==> config.mk <==
export PLATFORM = sky130hd
export DESIGN_NAME = reg_write_deserializer_flat
export DESIGN_NICKNAME = d
export VERILOG_FILES = /design/src/rtl/reg_write_deserializer_pkg.sv /design/src/rtl/reg_write_deserializer_if.sv /design/src/rtl/reg_write_deserializer_sat_counter8.sv /design/src/rtl/reg_write_deserializer.sv /design/src/flat_wrapper.sv
export SDC_FILE = /design/constraint.sdc
export NUM_CORES = 1
export LEC_CHECK = 0
export ABC_AREA = 1
export BUFFER_PORTS_ARGS = -buffer_cell sky130_fd_sc_hd__buf_4
export CAP_MARGIN = 0
export CORE_AREA = 5 5 113 115
export CTS_BUF_LIST = sky130_fd_sc_hd__clkbuf_2 sky130_fd_sc_hd__clkbuf_4 sky130_fd_sc_hd__clkbuf_8
export DETAILED_ROUTE_END_ITERATION = 12
export DIE_AREA = 0 0 118 120
export PLACE_DENSITY = 0.77
export SETUP_SLACK_MARGIN = 0.15
export SYNTH_ARGS = -nofsm -noshare
export SYNTH_HDL_FRONTEND = slang
export SYNTH_SLANG_ARGS = --single-unit
==> constraint.sdc <==
create_clock -name clk -period 2.2 [get_ports clk]
set_input_delay 0.44 -clock clk [delete_from_list [all_inputs] [get_ports clk]]
set_output_delay 0.44 -clock clk [all_outputs]
set_load 0.1 [all_outputs]
==> src/rtl/reg_write_deserializer_pkg.sv <==
// rtl/reg_write_deserializer_pkg.sv - shared types and constants for the register write deserializer
package reg_write_deserializer_pkg;

  typedef enum logic [2:0] {
    IDLE,
    ADDR,
    D3,
    D2,
    D1,
    D0,
    COMMIT
  } state_e;

  localparam logic [7:0]  HDR_WR_DEFAULT  = 8'hA5;
  localparam int unsigned NREG_DEFAULT    = 16;
  localparam int unsigned TIMEOUT_DEFAULT = 1024;

  // Address map of the downstream control register bank
  localparam logic [7:0] REG_CTRL     = 8'h00;
  localparam logic [7:0] REG_STATUS   = 8'h01;
  localparam logic [7:0] REG_IRQ_EN   = 8'h02;
  localparam logic [7:0] REG_IRQ_STAT = 8'h03;
  localparam logic [7:0] REG_LAST     = 8'h0F;

  // States in which a frame is open and the inter-byte timeout runs
  function automatic logic in_frame(input state_e s);
    return (s == ADDR) || (s == D3) || (s == D2) || (s == D1) || (s == D0);
  endfunction

endpackage

==> src/rtl/reg_write_deserializer_if.sv <==
// rtl/reg_write_deserializer_if.sv - byte stream input and register write bus
interface reg_write_deserializer_if #(
  parameter int unsigned NREG = 16
);
  logic [7:0]      byte_in;
  logic            byte_valid;
  logic            byte_ready;
  logic [31:0]     wr_data;
  logic [7:0]      wr_addr;
  logic [NREG-1:0] wr_sel;
  logic            wr_strobe;

  modport master (
    output byte_in, byte_valid,
    input  byte_ready, wr_data, wr_addr, wr_sel, wr_strobe
  );

  modport slave (
    input  byte_in, byte_valid,
    output byte_ready, wr_data, wr_addr, wr_sel, wr_strobe
  );
endinterface

==> src/rtl/reg_write_deserializer_sat_counter8.sv <==
// rtl/reg_write_deserializer_sat_counter8.sv - 8-bit saturating event counter, async active-low clear
module sat_counter8 (
  input  logic       clk,
  input  logic       reset_n,
  input  logic       inc,
  output logic [7:0] count
);

  logic [7:0] count_q;
  logic [7:0] count_d;

  always_comb begin
    count_d = count_q;
    if (inc && (count_q != 8'hFF)) begin
      count_d = count_q + 8'd1;
    end
  end

  always_ff @(posedge clk or negedge reset_n) begin
    if (!reset_n) begin
      count_q <= 8'h00;
    end else begin
      count_q <= count_d;
    end
  end

  assign count = count_q;

endmodule

==> src/rtl/reg_write_deserializer.sv <==
// rtl/reg_write_deserializer.sv - assembles header/address/4-byte write frames into register write pulses
module reg_write_deserializer
  import reg_write_deserializer_pkg::*;
#(
  parameter int unsigned NREG    = NREG_DEFAULT,
  parameter logic [7:0]  HDR_WR  = HDR_WR_DEFAULT,
  parameter int unsigned TIMEOUT = TIMEOUT_DEFAULT
) (
  input  logic                            clk,
  input  logic                            reset_n,
  reg_write_deserializer_if.slave         bus,
  output logic [7:0]                      err_count,
  output logic                            busy
);

  localparam int TW = $clog2(TIMEOUT + 1);

  state_e          state_q,   state_d;
  logic [7:0]      addr_q,    addr_d;
  logic [31:0]     shadow_q,  shadow_d;
  logic [TW-1:0]   tmo_q,     tmo_d;
  logic            ready_q,   ready_d;
  logic [31:0]     wr_data_q, wr_data_d;
  logic [7:0]      wr_addr_q, wr_addr_d;
  logic [NREG-1:0] wr_sel_q,  wr_sel_d;
  logic            strobe_q,  strobe_d;
  logic            err_inc;
  logic            accept;

  assign accept = bus.byte_valid && ready_q;

  always_comb begin
    state_d   = state_q;
    addr_d    = addr_q;
    shadow_d  = shadow_q;
    tmo_d     = '0;
    wr_data_d = wr_data_q;
    wr_addr_d = wr_addr_q;
    wr_sel_d  = '0;
    strobe_d  = 1'b0;
    err_inc   = 1'b0;

    if (in_frame(state_q)) begin
      if (accept) begin
        // A header byte here is payload; only the timeout resynchronises a frame
        unique case (state_q)
          ADDR:    begin addr_d = bus.byte_in; state_d = D3; end
          D3:      state_d = D2;
          D2:      state_d = D1;
          D1:      state_d = D0;
          default: state_d = COMMIT;
        endcase
        if (state_q != ADDR) begin
          shadow_d = {shadow_q[23:0], bus.byte_in};
        end
      end else if (tmo_q == TW'(TIMEOUT - 1)) begin
        state_d  = IDLE;
        shadow_d = '0;
        err_inc  = 1'b1;
      end else begin
        tmo_d = tmo_q + TW'(1);
      end
    end else if (state_q == COMMIT) begin
      wr_data_d = shadow_q;
      wr_addr_d = addr_q;
      if (32'(addr_q) < NREG) begin
        wr_sel_d = NREG'(1) << addr_q;
        strobe_d = 1'b1;
      end else begin
        err_inc = 1'b1;
      end
      state_d = IDLE;
    end else if (accept) begin
      if (bus.byte_in == HDR_WR) begin
        state_d = ADDR;
      end else begin
        err_inc = 1'b1;
      end
    end

    ready_d = (state_d != COMMIT);
  end

  always_ff @(posedge clk or negedge reset_n) begin
    if (!reset_n) begin
      state_q   <= IDLE;
      addr_q    <= '0;
      shadow_q  <= '0;
      tmo_q     <= '0;
      ready_q   <= 1'b0;
      wr_data_q <= '0;
      wr_addr_q <= '0;
      wr_sel_q  <= '0;
      strobe_q  <= 1'b0;
    end else begin
      state_q   <= state_d;
      addr_q    <= addr_d;
      shadow_q  <= shadow_d;
      tmo_q     <= tmo_d;
      ready_q   <= ready_d;
      wr_data_q <= wr_data_d;
      wr_addr_q <= wr_addr_d;
      wr_sel_q  <= wr_sel_d;
      strobe_q  <= strobe_d;
    end
  end

  sat_counter8 u_err_cnt (
    .clk     (clk),
    .reset_n (reset_n),
    .inc     (err_inc),
    .count   (err_count)
  );

  assign bus.byte_ready = ready_q;
  assign bus.wr_data    = wr_data_q;
  assign bus.wr_addr    = wr_addr_q;
  assign bus.wr_sel     = wr_sel_q;
  assign bus.wr_strobe  = strobe_q;
  assign busy           = (state_q != IDLE);

endmodule

==> src/flat_wrapper.sv <==
// flat-port wrapper written by rule: the top's interface ports become plain ports
module reg_write_deserializer_flat import reg_write_deserializer_pkg::*;
#(
  parameter int unsigned NREG    = NREG_DEFAULT,
  parameter logic [7:0]  HDR_WR  = HDR_WR_DEFAULT,
  parameter int unsigned TIMEOUT = TIMEOUT_DEFAULT
)
  (clk, reset_n, err_count, busy, bus_byte_in, bus_byte_valid, bus_byte_ready, bus_wr_data, bus_wr_addr, bus_wr_sel, bus_wr_strobe);
  reg_write_deserializer_if #(.NREG(NREG)) bus_i ();
  input  logic clk;
  input  logic reset_n;
  output logic [7:0] err_count;
  output logic busy;
  input wire logic [$bits(bus_i.byte_in)-1:0] bus_byte_in;
  input wire logic [$bits(bus_i.byte_valid)-1:0] bus_byte_valid;
  output wire logic [$bits(bus_i.byte_ready)-1:0] bus_byte_ready;
  output wire logic [$bits(bus_i.wr_data)-1:0] bus_wr_data;
  output wire logic [$bits(bus_i.wr_addr)-1:0] bus_wr_addr;
  output wire logic [$bits(bus_i.wr_sel)-1:0] bus_wr_sel;
  output wire logic [$bits(bus_i.wr_strobe)-1:0] bus_wr_strobe;
  assign bus_i.byte_in = bus_byte_in;
  assign bus_i.byte_valid = bus_byte_valid;
  assign bus_byte_ready = bus_i.byte_ready;
  assign bus_wr_data = bus_i.wr_data;
  assign bus_wr_addr = bus_i.wr_addr;
  assign bus_wr_sel = bus_i.wr_sel;
  assign bus_wr_strobe = bus_i.wr_strobe;
  reg_write_deserializer #(.NREG(NREG), .HDR_WR(HDR_WR), .TIMEOUT(TIMEOUT)) u_core (.clk(clk), .reset_n(reset_n), .bus(bus_i), .err_count(err_count), .busy(busy));
endmodule
* After elaboration in Yosys (flattened, before gate mapping) *
Cells that the tools add are included.

word-level totals
  word-level logic and storage cells = 64
  flip-flop bits (word level) = 120
  output and inout port bits = 67
  bits of input ports = 11

operators by class
  shift operators = 1
  equality and inequality tests = 12
  bitwise operators = 1
  $lt $le $gt $ge = 1
  multiplexer cells = 26
  add/subtract/negate cells = 2
  reduce and logical (&&, ||, !) cells = 11

operator list
  cell                     number
  $mux W32                 3
  $mux W16                 3
  $mux W11                 3
  $mux W3                  6
  $shl A1 B8 Y16 const A   1
  $pmux W3 S4              1
  $add A11 B1 Y11 const B  1
  $eq A11 B10 Y1 const B   1
  $mux W1                  10
  $eq A3 B3 Y1 const B     3
  $add A8 B1 Y8 const B    1
  $eq A8 B8 Y1 const B     1
  $lt A8 B5 Y1 const B     1
  $ne A8 B8 Y1 const B     1
  $eq A3 B2 Y1 const B     2
  $reduce_and A3 Y1        2
  $logic_or A1 B1 Y1       4
  $eq A3 B1 Y1 const B     1
  $ne A3 B1 Y1 const B     1
  $ne A3 B3 Y1 const B     1
  $reduce_bool A3 Y1       1
  $logic_and A1 B1 Y1      2
  $ne A2 B2 Y1 const B     1
  $reduce_and A2 Y1        1
  other kinds (2)          2

* Longest topological paths before layout *
  word-level depth = 7
  mapped depth = 11
  gate-level depth less buffers = 11

* Cells and area by module *
A second synthesis with hierarchy kept.

unflattened totals
  cell total of the unflattened synthesis = 531
  area, all modules = 4909.7 um2

modules (own cells, without submodules)
  module                  area each (um2)  seq. area each (um2)  cells an instance  instances
  reg_write_deserializer  4426.7           2802.7                468                1
  sat_counter8            483.0            200.2                 63                 1

* Worst setup path before layout *
No wires, ideal clock.

  path type = reg2reg
  from = register u_core.ready_q (netlist: u_core.bus.byte_ready)
  to = register u_core.shadow_q[1]
  clock period less this slack = 2143 ps
  setup slack = 57 ps
  required time = 2082 ps
  buffers on the path = 1
  cell stages (with the launch flop) = 9
  library setup time = 118 ps
  data arrival time = 2025 ps
  cell sequence = dfrtp_1 > nand2_2 > inv_2 > nand2_2 > nor3_4 > inv_2 > nand3_4 > buf_6 > o21ai_2

between the ends
  cells in the longest elaborated chain, start to end = 3
  elaborated cells between the ends (all ways) = 5
  classes of those cells = eq/ne (1); mux (1); reduce/logical (3)

RTL lines
  what                                                                        line                           source
  from (decl)                                                                 reg_write_deserializer.sv:22   logic ready_q, ready_d;
  from (signal assigned)                                                      reg_write_deserializer.sv:100  ready_q <= ready_d;
  $logic_and A1 B1 Y1 *                                                       reg_write_deserializer.sv:30   assign accept = bus.byte_valid && ready_q;
  $ne A2 B2 Y1 (no source line) / $reduce_bool A2 Y1 (equally long branches)  --
  $reduce_and A3 Y1 (no source line)                                          --
  to (signal assigned)                                                        reg_write_deserializer.sv:98   shadow_q <= shadow_d;
  to (decl)                                                                   reg_write_deserializer.sv:20   logic [31:0] shadow_q, shadow_d;

Mark *: on every way between the ends. The rest lies on a longest branch, timed or not.
A chain may end at the register's enable or synchronous reset.

* Worst setup path after layout *
  from = register u_core.state_q[2]
  to = output port busy

between the ends
  cells in the longest elaborated chain, start to end = 1

RTL lines
  what                    line                           source
  from (decl)             reg_write_deserializer.sv:18   state_e state_q, state_d;
  from (signal assigned)  reg_write_deserializer.sv:96   state_q <= state_d;
  $reduce_bool A3 Y1      reg_write_deserializer.sv:120  assign busy = (state_q != IDLE);
  to (decl)               flat_wrapper.sv:13             output logic busy;

Every way passes these cells.

==> metrics.cfg <==
[run_status]
status=finished clean

[finish]
antenna_cells=0
syn2layout_area_growth_pct=23.70
final_cell_mix=127 x nand2_1, 116 x dfrtp_1, 83 x buf_4
finalNetCount=577
drive_above_1_share_pct=36.05
fillCellCount=1021
multiInputGateArea_um2=1894
final_common_cell=nand2_1
final_cell_area_um2=6349
seqCellArea_um2=3008

[timing]
layout_setup_ws_ns=0.2859
finalCriticalPeriod_ns=1.914
slew_violations=0
skew_ns=0.01337
finalSetupViolCount=0
rsz0062_at_grt=false
hold_viol_final=0
max_freq_ghz=0.5224
worstMarginPinSlew_ns=0.4233
relSlewSlack_pct=71.56
fin_crit_sh_pct=87.01
tns_ns=0

[yosys]
seq_area_frac_synth_pct=58.51
yosys-top-cells-area=dfrtp_1 59%, nand2_1 9.3%, o21ai_2 5.5%
syn_area_um2=5132
synth.avg_cell_area_um2=10.78
synth_fp_nets=489
synth.distinct_cells=31
synth_top_area_share_pct=58.51
yosysWarnings=0
synth_cells=476
ys_ff_latch=120
yosysTopAreaCell=dfrtp_1

[clock_tree]
clkTransAtPathRegs_ns=0.07
cts.sinks=120
clk_path_buf_depth=2
htreeDepth=4
clk_latency_ns=0.43
post_cts_buffers=0
cts_tree=built
cts_root_buffer=clkbuf_8
cts_buffers=17

[routing]
route.antenna.remaining_nets=0
viasPerCell=4.880
drtPass1Iterations=4
drt_iter0_drc=235
routed_wl_um=10050
drc=0
via_count=3533
wire_per_inst_um=13.88

[floorplanning]
fp.dieH_um=120
ioPinCount=78
die_x_um=118
coreArea_um2=11710
rows=40
start_util_pct=43.82
dieArea_um2=14160

[placed_design]
postPlaceCellArea_um2=5844
pre_cts_ws_ns=0.3894
gp_congestion=0.8158
hpwl_um=7103
portBuffers=77

[setup_path]
cp_data_arrival_time_ns=1.47
r2r-end=u_core.u_err_cnt.count[3]$_DFFE_PN0P_
ff2ff_path_depth=10
r2r-start=u_core.tmo_q[0]$_DFF_PN0_
start_kind=flop
endpoint_kind=primary output
reg2reg_setup_slack_ns=0.43
crit_fanout=6
crit_type=flop to primary output
cp.required_ns=1.76

[global_route]
antenna_found_initial=0
overflow=0
grt_usage_pct=15.32
grt_pass1_vias=3640
grt_pass1_wl_um=17510
grt_max_degree=65

[worst_hold_path]
hold_class=primary input to flop
hold_depth=3
hold_path_end=u_core.addr_q[5]$_DFFE_PN0P_
hp-start=bus_byte_in[5]

[power]
power.density_nw_per_um2=1616
ir_drop_uv=1175
leakage_nw=3.152

[job]
max_cap_violations=0

[repair_timing]
| action | 4_1_cts | 5_1_grt |
|---|---|---|
| hold endpoints to repair | 5 | 0 |
| resized for setup | 0 | 1 |
| hold buffers | 1 | 0 |
| setup endpoints to repair | 0 | 1 |
[kinds of logic after synthesis]
logic type | share of synthesized area [%]
AO/OA/AOI/OAI | 7.996
XOR/XNOR | 1.365
adder cells (fa/ha/maj) | 0.4875
buffers and inverters | 4.632
flip-flops | 58.51
multiplexers | 8.410
AND/OR/NAND/NOR | 18.60
[layer usage]
| metal | part of all wire [%] | routed length (µm) | vias up | global-route usage (%) |
|---|---|---|---|---|
| met2 | 49 | 4945 | 105 | 24.50 |
| met3 | 7.5 | 751 | 12 | 6.692 |
| met5 | 0 | 0 | - | 0 |
| met4 | 1.2 | 116 | 0 | 5.233 |
| met1 | 42 | 4235 | 1681 | 18.55 |
| li1 | - | - | 1735 | - |
[report_power, final]
group	switching [mW]	internal [mW]
logic	3.41	1.11
registers	0.510	2.83
clock network	0.895	1.50
[critical path: stages, from the launching register on]
cell and delay [ns]:
dfrtp_1 0.50, inv_1 0.11, nand2_2 0.13, buf_4 0.30
[metrics by stage]
step / total power [mW] / std cells / util (%) / hold slack, ns
finish: 10.26 / 724 / 54.21 / 0.2527
global route: 10.80 / 724 / 54.21 / 0.2461
CTS: 10.34 / 724 / 54.19 / 0.2238
detailed placement: 7.917 / 691 / 49.90 / 0.2656
global placement: 7.823 / 691 / 49.90 / 0.2654
floorplan: 7.028 / 476 / - / 0.1444
[Yosys cell counts, drive strengths merged]
| cell type | instances |
|---|---|
| xor2 | 4 |
| nand3 | 21 |
| inv | 25 |
| o21bai | 1 |
| nor3b | 2 |
| a21oi | 5 |
| clkbuf | 6 |
| nand4 | 3 |
| buf | 11 |
| ha | 2 |
| o21ai | 50 |
| nor3 | 20 |
| nand2 | 136 |
| o21a | 1 |
| nor2 | 31 |
| dfrtp | 120 |
| clkinv | 1 |
| mux2 | 33 |
| xnor2 | 4 |
[worst max-delay path by stage]
stage / start / to / slack, ns / depth (start not counted)
after floorplan: u_core.u_err_cnt.count[4]$_DFFE_PN0P_ / u_core.u_err_cnt.count[2]$_DFFE_PN0P_ / 0.17 / 8
after global placement: bus_byte_valid / u_core.bus.byte_ready$_DFF_PN0_ / 0.46 / 9
after detailed placement: bus_byte_valid / u_core.bus.byte_ready$_DFF_PN0_ / 0.39 / 9
after CTS: u_core.state_q[1]$_DFF_PN0_ / busy / 0.24 / 3
after global routing: u_core.state_q[2]$_DFF_PN0_ / busy / 0.22 / 3
final: u_core.state_q[2]$_DFF_PN0_ / busy / 0.29 / 3
[cell type report]
cell class	count	share of cell area [%]
clock buffers	18	3.902
clock inverters	14	3.843
inverters	26	1.537
multi-input cells	313	29.84
flip-flops and latches	120	47.38
well taps	147	2.897
repair buffers	86	10.60
[registers in the layout, indices dropped and copies added, names as in the netlist, 3 cells and up]
signal,cells
u_core.addr_q,8
u_core.bus.wr_addr,8
u_core.bus.wr_data,32
u_core.bus.wr_sel,16
u_core.shadow_q,32
u_core.state_q,3
u_core.tmo_q,11
u_core.u_err_cnt.count,8
Note: power is estimated with default switching activity, not from simulation.
